<file path="src/rtl/div_const_pipe_if.sv">
// rtl/div_const_pipe_if.sv - operand/result stream bundle for div_const_pipe (out_qr with DIVC_ROUND_EN)
interface div_const_pipe_if #(
    parameter int WIDTH = 32,
    parameter int RW    = 2
);
    logic             in_valid;
    logic             in_ready;
    logic [WIDTH-1:0] in_x;
    logic             out_valid;
    logic             out_ready;
    logic [WIDTH-1:0] out_q;
    logic [RW-1:0]    out_r;
`ifdef DIVC_ROUND_EN
    logic [WIDTH-1:0] out_qr;
`endif

    modport master (
        output in_valid, in_x, out_ready,
        input  in_ready, out_valid, out_q, out_r
`ifdef DIVC_ROUND_EN
        , input out_qr
`endif
    );

    modport slave (
        input  in_valid, in_x, out_ready,
        output in_ready, out_valid, out_q, out_r
`ifdef DIVC_ROUND_EN
        , output out_qr
`endif
    );
endinterface

</file>
<file path="src/rtl/div_const_pipe.sv">
// rtl/div_const_pipe.sv - pipelined unsigned divide-by-constant, one CHUNK-bit digit per stage
// DIVC_ROUND_EN adds the registered, saturating rounded quotient out_qr.
module div_const_pipe #(
    parameter int WIDTH   = 32,
    parameter int DIVISOR = 3,
    parameter int CHUNK   = 6
) (
    input logic             clk,
    input logic             rst_n,
    div_const_pipe_if.slave bus
);
    localparam int NSTG = (WIDTH + CHUNK - 1) / CHUNK;
    localparam int PW   = NSTG * CHUNK;
    localparam int RW   = $clog2(DIVISOR);
    localparam int TW   = RW + CHUNK;
    localparam int TN   = 1 << TW;

    // Elaboration-time table: t = {r, digit} -> {t / DIVISOR, t % DIVISOR}
    logic [CHUNK-1:0] lut_q [TN];
    logic [RW-1:0]    lut_r [TN];

    for (genvar t = 0; t < TN; t++) begin : g_lut
        assign lut_q[t] = CHUNK'(t / DIVISOR);
        assign lut_r[t] = RW'(t % DIVISOR);
    end

    logic             vld_q [NSTG];
    logic [PW-1:0]    x_q   [NSTG];
    logic [RW-1:0]    rem_q [NSTG];
    logic [WIDTH-1:0] quo_q [NSTG];
    logic [RW-1:0]    rem_d [NSTG];
    logic [WIDTH-1:0] quo_d [NSTG];

    logic             out_valid_q;
    logic [WIDTH-1:0] out_q_q;
    logic [RW-1:0]    out_r_q;
    logic             adv;

    assign adv          = !out_valid_q || bus.out_ready;
    assign bus.in_ready = adv;
    assign bus.out_valid = out_valid_q;
    assign bus.out_q    = out_q_q;
    assign bus.out_r    = out_r_q;

    // Partial quotient kept at WIDTH bits: the bits shifted out are provably zero.
    always_comb begin
        for (int k = 0; k < NSTG; k++) begin
            rem_d[k] = lut_r[{rem_q[k], x_q[k][PW-1-k*CHUNK -: CHUNK]}];
            quo_d[k] = (quo_q[k] << CHUNK)
                     | WIDTH'(lut_q[{rem_q[k], x_q[k][PW-1-k*CHUNK -: CHUNK]}]);
        end
    end

`ifdef DIVC_ROUND_EN
    localparam logic [RW:0] DIV_W = (RW + 1)'(DIVISOR);

    logic [WIDTH-1:0] out_qr_q;
    logic [WIDTH-1:0] qr_d;
    logic             round_up;

    always_comb begin
        round_up = ({rem_d[NSTG-1], 1'b0} >= DIV_W);
        qr_d     = quo_d[NSTG-1] + WIDTH'(round_up && !(&quo_d[NSTG-1]));
    end

    assign bus.out_qr = out_qr_q;

    always_ff @(posedge clk) begin
        if (!rst_n) begin
            out_qr_q <= '0;
        end else if (adv) begin
            out_qr_q <= qr_d;
        end
    end
`endif

    always_ff @(posedge clk) begin
        if (!rst_n) begin
            for (int k = 0; k < NSTG; k++) begin
                vld_q[k] <= 1'b0;
                x_q[k]   <= '0;
                rem_q[k] <= '0;
                quo_q[k] <= '0;
            end
            out_valid_q <= 1'b0;
            out_q_q     <= '0;
            out_r_q     <= '0;
        end else if (adv) begin
            vld_q[0] <= bus.in_valid;
            x_q[0]   <= PW'(bus.in_x);
            rem_q[0] <= '0;
            quo_q[0] <= '0;
            for (int k = 1; k < NSTG; k++) begin
                vld_q[k] <= vld_q[k-1];
                x_q[k]   <= x_q[k-1];
                rem_q[k] <= rem_d[k-1];
                quo_q[k] <= quo_d[k-1];
            end
            out_valid_q <= vld_q[NSTG-1];
            out_q_q     <= quo_d[NSTG-1];
            out_r_q     <= rem_d[NSTG-1];
        end
    end
endmodule

</file>
<file path="src/flat_wrapper.sv">
// flat-port wrapper written by rule: the top's interface ports become plain ports
module div_const_pipe_flat 
#(
    parameter int WIDTH   = 32,
    parameter int DIVISOR = 3,
    parameter int CHUNK   = 6
)
  (clk, rst_n, bus_in_valid, bus_in_x, bus_out_ready, bus_in_ready, bus_out_valid, bus_out_q, bus_out_r);
  div_const_pipe_if #(.WIDTH(WIDTH), .RW(2)) bus_i ();
  input logic clk;
  input logic rst_n;
  input wire logic [$bits(bus_i.in_valid)-1:0] bus_in_valid;
  input wire logic [$bits(bus_i.in_x)-1:0] bus_in_x;
  input wire logic [$bits(bus_i.out_ready)-1:0] bus_out_ready;
  output wire logic [$bits(bus_i.in_ready)-1:0] bus_in_ready;
  output wire logic [$bits(bus_i.out_valid)-1:0] bus_out_valid;
  output wire logic [$bits(bus_i.out_q)-1:0] bus_out_q;
  output wire logic [$bits(bus_i.out_r)-1:0] bus_out_r;
  assign bus_i.in_valid = bus_in_valid;
  assign bus_i.in_x = bus_in_x;
  assign bus_i.out_ready = bus_out_ready;
  assign bus_in_ready = bus_i.in_ready;
  assign bus_out_valid = bus_i.out_valid;
  assign bus_out_q = bus_i.out_q;
  assign bus_out_r = bus_i.out_r;
  div_const_pipe #(.WIDTH(WIDTH), .DIVISOR(DIVISOR), .CHUNK(CHUNK)) u_core (.clk(clk), .rst_n(rst_n), .bus(bus_i));
endmodule
</file>
<file path="config.mk">
export PLATFORM = sky130hd
export DESIGN_NAME = div_const_pipe_flat
export DESIGN_NICKNAME = d
export VERILOG_FILES = /design/src/rtl/div_const_pipe_if.sv /design/src/rtl/div_const_pipe.sv /design/src/flat_wrapper.sv
export SDC_FILE = /design/constraint.sdc
export NUM_CORES = 1
export LEC_CHECK = 0
export CELL_PAD_IN_SITES_DETAIL_PLACEMENT = 0
export CELL_PAD_IN_SITES_GLOBAL_PLACEMENT = 1
export CORE_MARGIN = 2
export CORE_UTILIZATION = 35
export DETAILED_ROUTE_END_ITERATION = 8
export DONT_BUFFER_PORTS = 1
export PLACE_DENSITY_LB_ADDON = 0.1
export SLEW_MARGIN = 30
export SYNTH_ARGS = -nofsm -noshare
export SYNTH_HDL_FRONTEND = slang
export SYNTH_SLANG_ARGS = --single-unit
</file>
<file path="constraint.sdc">
create_clock -name clk -period 10.3 [get_ports clk]
set_input_delay 2.06 -clock clk [delete_from_list [all_inputs] [get_ports clk]]
set_output_delay 2.06 -clock clk [all_outputs]
set_load 0.02 [all_outputs]
</file>
**Word-level counts from Yosys, hierarchy flattened**

Memories as Yosys holds them, arrays and structs flattened. A register that Yosys moved wholly into a read port is not among the register bits.
Index checks and enable logic that the tools add are counted.

- Bits in registers: 32
- Memory bits (writable): 426
- Memory bits (read-only): 12288
- Output and inout port bits: 36
- Memories: 16

Memory list:

| memory | words | width | rd ports | clocked after memory_dff | wr ports | RTL line | text |
|---|---|---|---|---|---|---|---|
| (no name shown) | 256 | 6 | 1 | 0 | 0 | div_const_pipe.sv:50 | `\| WIDTH'(lut_q[{rem_q[k], x_q[k][PW-1-k*CHUNK -: CHUNK]}]);` |
| (no name shown) | 256 | 6 | 1 | 0 | 0 | div_const_pipe.sv:50 |  |
| (no name shown) | 256 | 6 | 1 | 0 | 0 | div_const_pipe.sv:50 |  |
| (no name shown) | 256 | 6 | 1 | 0 | 0 | div_const_pipe.sv:50 |  |
| (no name shown) | 256 | 6 | 1 | 0 | 0 | div_const_pipe.sv:50 |  |
| (no name shown) | 256 | 6 | 1 | 0 | 0 | div_const_pipe.sv:50 |  |
| 10 more memories | -- | -- | -- | -- | -- | -- |  |

- Order comparisons: 6
- Multiplexer cells: 50
- Bitwise gates (word level): 36
- Reductions and logical operators: 4

Operators by type and width:

| cell | number |
|---|---|
| two-way mux 36 bit | 6 |
| two-way mux 32 bit | 6 |
| OR 32 x 6 -> 32 bit | 6 |
| two-way mux 6 bit | 12 |
| greater-or-equal comparator 9 bit, second input constant | 6 |
| NOT 8 -> 9 bit | 6 |
| two-way mux 2 bit | 16 |
| OR 1 bit | 24 |
| two-way mux 1 bit | 10 |
| logical NOT 1 bit | 3 |
| logical OR 1 bit | 1 |

**Logic depth before layout (Yosys ltp)**

An unclocked memory read counts as a cell.

- Word-level depth: 7
- Gate-level depth with buffers: 9
- Depth with buffers taken out: 8

**Least setup slack after synthesis**

Ideal clock, no wire load.

- Path kind: input to register
- From: in bus_out_ready
- To: mem u_core.quo_q[3][4], in the netlist u_core.quo_q[0][100] (enable)
- Library setup time: 1572 ps
- Data arrival time: 6003 ps
- Data required time: 8728 ps
- Path slack: 2725 ps
- Stages on the path: 4
- Path buffers: 2
- Cell sequence: nor2b_1 clkbuf_1 buf_1 nand2_1

RTL lines:

| item | RTL line | text |
|---|---|---|
| start: declaration | flat_wrapper.sv:14 | `input wire logic [$bits(bus_i.out_ready)-1:0] bus_out_ready;` |
| end: declaration | div_const_pipe.sv:30 | `logic [WIDTH-1:0] quo_q [NSTG];` |

**Worst setup path after layout**

- From: in bus_out_ready
- To: out bus_in_ready

- Word-level cells in the longest chain between the ends: 1

RTL lines:

| item | RTL line | text |
|---|---|---|
| logical OR 1 bit | div_const_pipe.sv:39 | `assign adv = !out_valid_q \|\| bus.out_ready;` |
| end: declaration | flat_wrapper.sv:15 | `output wire logic [$bits(bus_i.in_ready)-1:0] bus_in_ready;` |

Every way passes these cells.

==> flow_summary.json <==
{
  "synthesis.instances": 1325,
  "crit_fanout": 129,
  "drive_gt1_frac": 0.0640,
  "grt_pass1_wl_um": 47800,
  "io_buffers": 0,
  "ant_nets": 0,
  "io_pins": 72,
  "holdBufCountCts": 0,
  "synth_nets": 1381,
  "dpl_cell_area_mm2": 0.0135,
  "layout_commonest_cell": "edfxtp_1",
  "overflow": 0,
  "cts_buffer_depth": 3,
  "area_delta_synth_final_pct": 8.56,
  "drv_cap": 0,
  "die_w_um": 199,
  "powerDensity_mw_per_mm2": 154,
  "grt_max_degree": 206,
  "wl_per_cell_um": 16.4,
  "setup_viol": 0,
  "end_kind": "primary output",
  "cp_cell_sequence": "nor2b_2, buf_4, inv_6",
  "final_area_mm2": 0.0144,
  "netlist_area_mm2": 0.0133,
  "num_rows": 71,
  "track_usage": 0.147,
  "critPathKind": "input port to primary output",
  "gp_congestion": 0.769,
  "cp_data_arrival_time_ns": 2.98,
  "route.vias.total": 9634,
  "syn_avg_cell_area_um2": 10.0,
  "dr.pass1.iters": 5,
  "fin_setup_tns_ns": 0,
  "reg2reg_setup_slack_ns": 7.40,
  "grt_pass1_vias": 8887,
  "fmax_mhz": 198,
  "cts_sinks": 237,
  "start_kind": "input port",
  "drt_iter0_markers": 596,
  "yosysSeqAreaShare": 0.505,
  "finalHoldViolCount": 0,
  "cts_root_buf": "clkbuf_16",
  "dieArea_mm2": 0.0396,
  "antenna_found_initial": 0,
  "ys_ff_latch": 237,
  "post-route-period-util": 0.489,
  "fillers": 3711,
  "clock-skew-final_ns": 0.00995,
  "die_h_um": 199,
  "cp_slowest_cell": "inv_6",
  "slew_headroom": 0.399,
  "fp.coreArea_mm2": 0.0376,
  "synth_edf_count": 198,
  "dp_hpwl_um": 17200,
  "ctsResizeCount": 0,
  "power.total_mw": 2.22,
  "rsz0062_at_grt": "false",
  "ys_types": 86,
  "critPathRequiredTime_ns": 8.24,
  "cts_buffers": 27,
  "critPathMaxStageDelay_ns": 0.63,
  "status": "finished, final reports clean",
  "p_leak_nw": 5.70,
  "synthArstFlopShare": 0,
  "postCtsSetupBuffers": 0,
  "num_antenna_cells": 0,
  "start_util": 0.354,
  "period_needed_ns": 5.04,
  "clkLatencyLatePin_ns": 0.54,
  "ir_worst_vdd_mv": 0.138,
  "setup_slack_ns": 5.26,
  "maxSlewViolCount": 0,
  "clk_pin_slew_ns": 0.06,
  "cts_max_level": 1,
  "tightestPinTransition_ns": 0.901,
  "wl_um": 29000,
  "yosys_most_used_dff": "edfxtp_1",
  "yosysWarningCount": 0,
  "final_cell_mix": "edfxtp_1 (198), and3_1 (167), nand2_1 (121)",
  "drc": 0,
  "timing.hold.ws_ns": 0.460,
  "dp_slack_ns": 5.17,
  "cts_tree": "yes",
  "final_nets": 1303,
  "min_path_type": "flip-flop to flip-flop",
  "viasPerCell": 5.42
}
[cell type report]
class / count / area [um2] / area share
Sequential cell: 237 / 6730 / 0.466
Timing Repair Buffer: 17 / 158 / 0.0109
Inverter: 26 / 105 / 0.00728
Clock buffer: 35 / 747 / 0.0517
Tap cell: 511 / 639 / 0.0443
Clock inverter: 12 / 116 / 0.00805
Multi-Input combinational cell: 938 / 5950 / 0.412
[sequential cells by signal, summed over array words and instances (netlist names)]
name	flops
u_core.bus.out_q	31
u_core.bus.out_r	2
u_core.bus.out_valid	1
u_core.quo_q	65
u_core.rem_q	10
u_core.vld_q	6
u_core.x_q	122
[layer usage]
layer | track usage | vias up | share of wire
li1 | - | 4831 | -
met1 | 0.217 | 4588 | 0.51
met2 | 0.227 | 183 | 0.43
met3 | 0.0222 | 32 | 0.041
met4 | 0.0299 | 0 | 0.016
met5 | 0 | - | 0
[power breakdown]
| part | internal, mW | total, mW | switching, mW |
|---|---|---|---|
| logic | 0.0788 | 0.177 | 0.0981 |
| registers | 1.07 | 1.12 | 0.0444 |
| clock network | 0.559 | 0.925 | 0.366 |
[cell usage after synthesis (5+ instances only)]
master    count  area [um2]
mux2_2        7        78.8
xnor2_1       9        78.8
a21boi_0     31         233
nor2_1       73         274
nor3b_1      14         105
buf_2        32         160
a21oi_1      56         280
nor3_1       15        75.1
nand3b_1      7        52.6
o21ai_1      11        55.1
ha_1         20         250
and3_1      167        1040
dfxtp_1      39         781
mux2i_1      30         300
a221o_1      10         100
nand4_1       6        37.5
a21o_1        7        52.6
inv_1        21        78.8
a221oi_1     10        87.6
xor2_1        7        61.3
o21ai_0      61         305
nor2b_1      32         200
o22ai_1      20         125
a32o_1        5        50.1
a41oi_1       5        43.8
a32oi_1       6        52.6
nand2b_1     34         213
o221ai_1      9        78.8
nand3_1      24         120
buf_1         6        22.5
a22oi_1       8        60.1
o211ai_1     11        82.6
edfxtp_1    198        5950
nand2_1     122         458
clkbuf_1     79         297
a31oi_1      23         144
a211oi_1     12        90.1
[kinds of logic (layout without fill, tap and decap cells)]
family,Yosys count,after routing,synth area share
simple gates,526,526,0.212
compound gates,335,335,0.173
flops,237,237,0.505
buf+inv,150,90,0.0479
mux,37,37,0.0285
fa+ha+maj,22,22,0.0203
xor+xnor,17,17,0.0118
other cells,1,1,0.000282
[worst paths after layout]
path | cells after the start | startpoint | endpoint
worst min register to register | 2 | u_core.vld_q[4]$_DFF_P_ | u_core.vld_q[4]$_DFF_P_
worst max-delay path | 3 | bus_out_ready | bus_in_ready
worst min-delay path | 2 | u_core.vld_q[4]$_DFF_P_ | u_core.vld_q[4]$_DFF_P_
worst max register to register | 6 | u_core.bus.out_valid$_SDFFE_PN0N_ | u_core.rem_q[2][1]$_SDFFCE_PN0P_
[metrics by stage]
stage | cells | util
floorplan | 1325 | -
detailed placement | 1725 | 0.360
global placement | 1725 | 0.360
global route | 1776 | 0.384
finish | 1776 | 0.384
CTS | 1772 | 0.383
[worst max-delay path, delay by kind of cell]
family	cells	cell delay, ns
buffers and inverters	2	0.89
AND/OR/NAND/NOR	1	0.02
(Power assumes the default switching activity.)
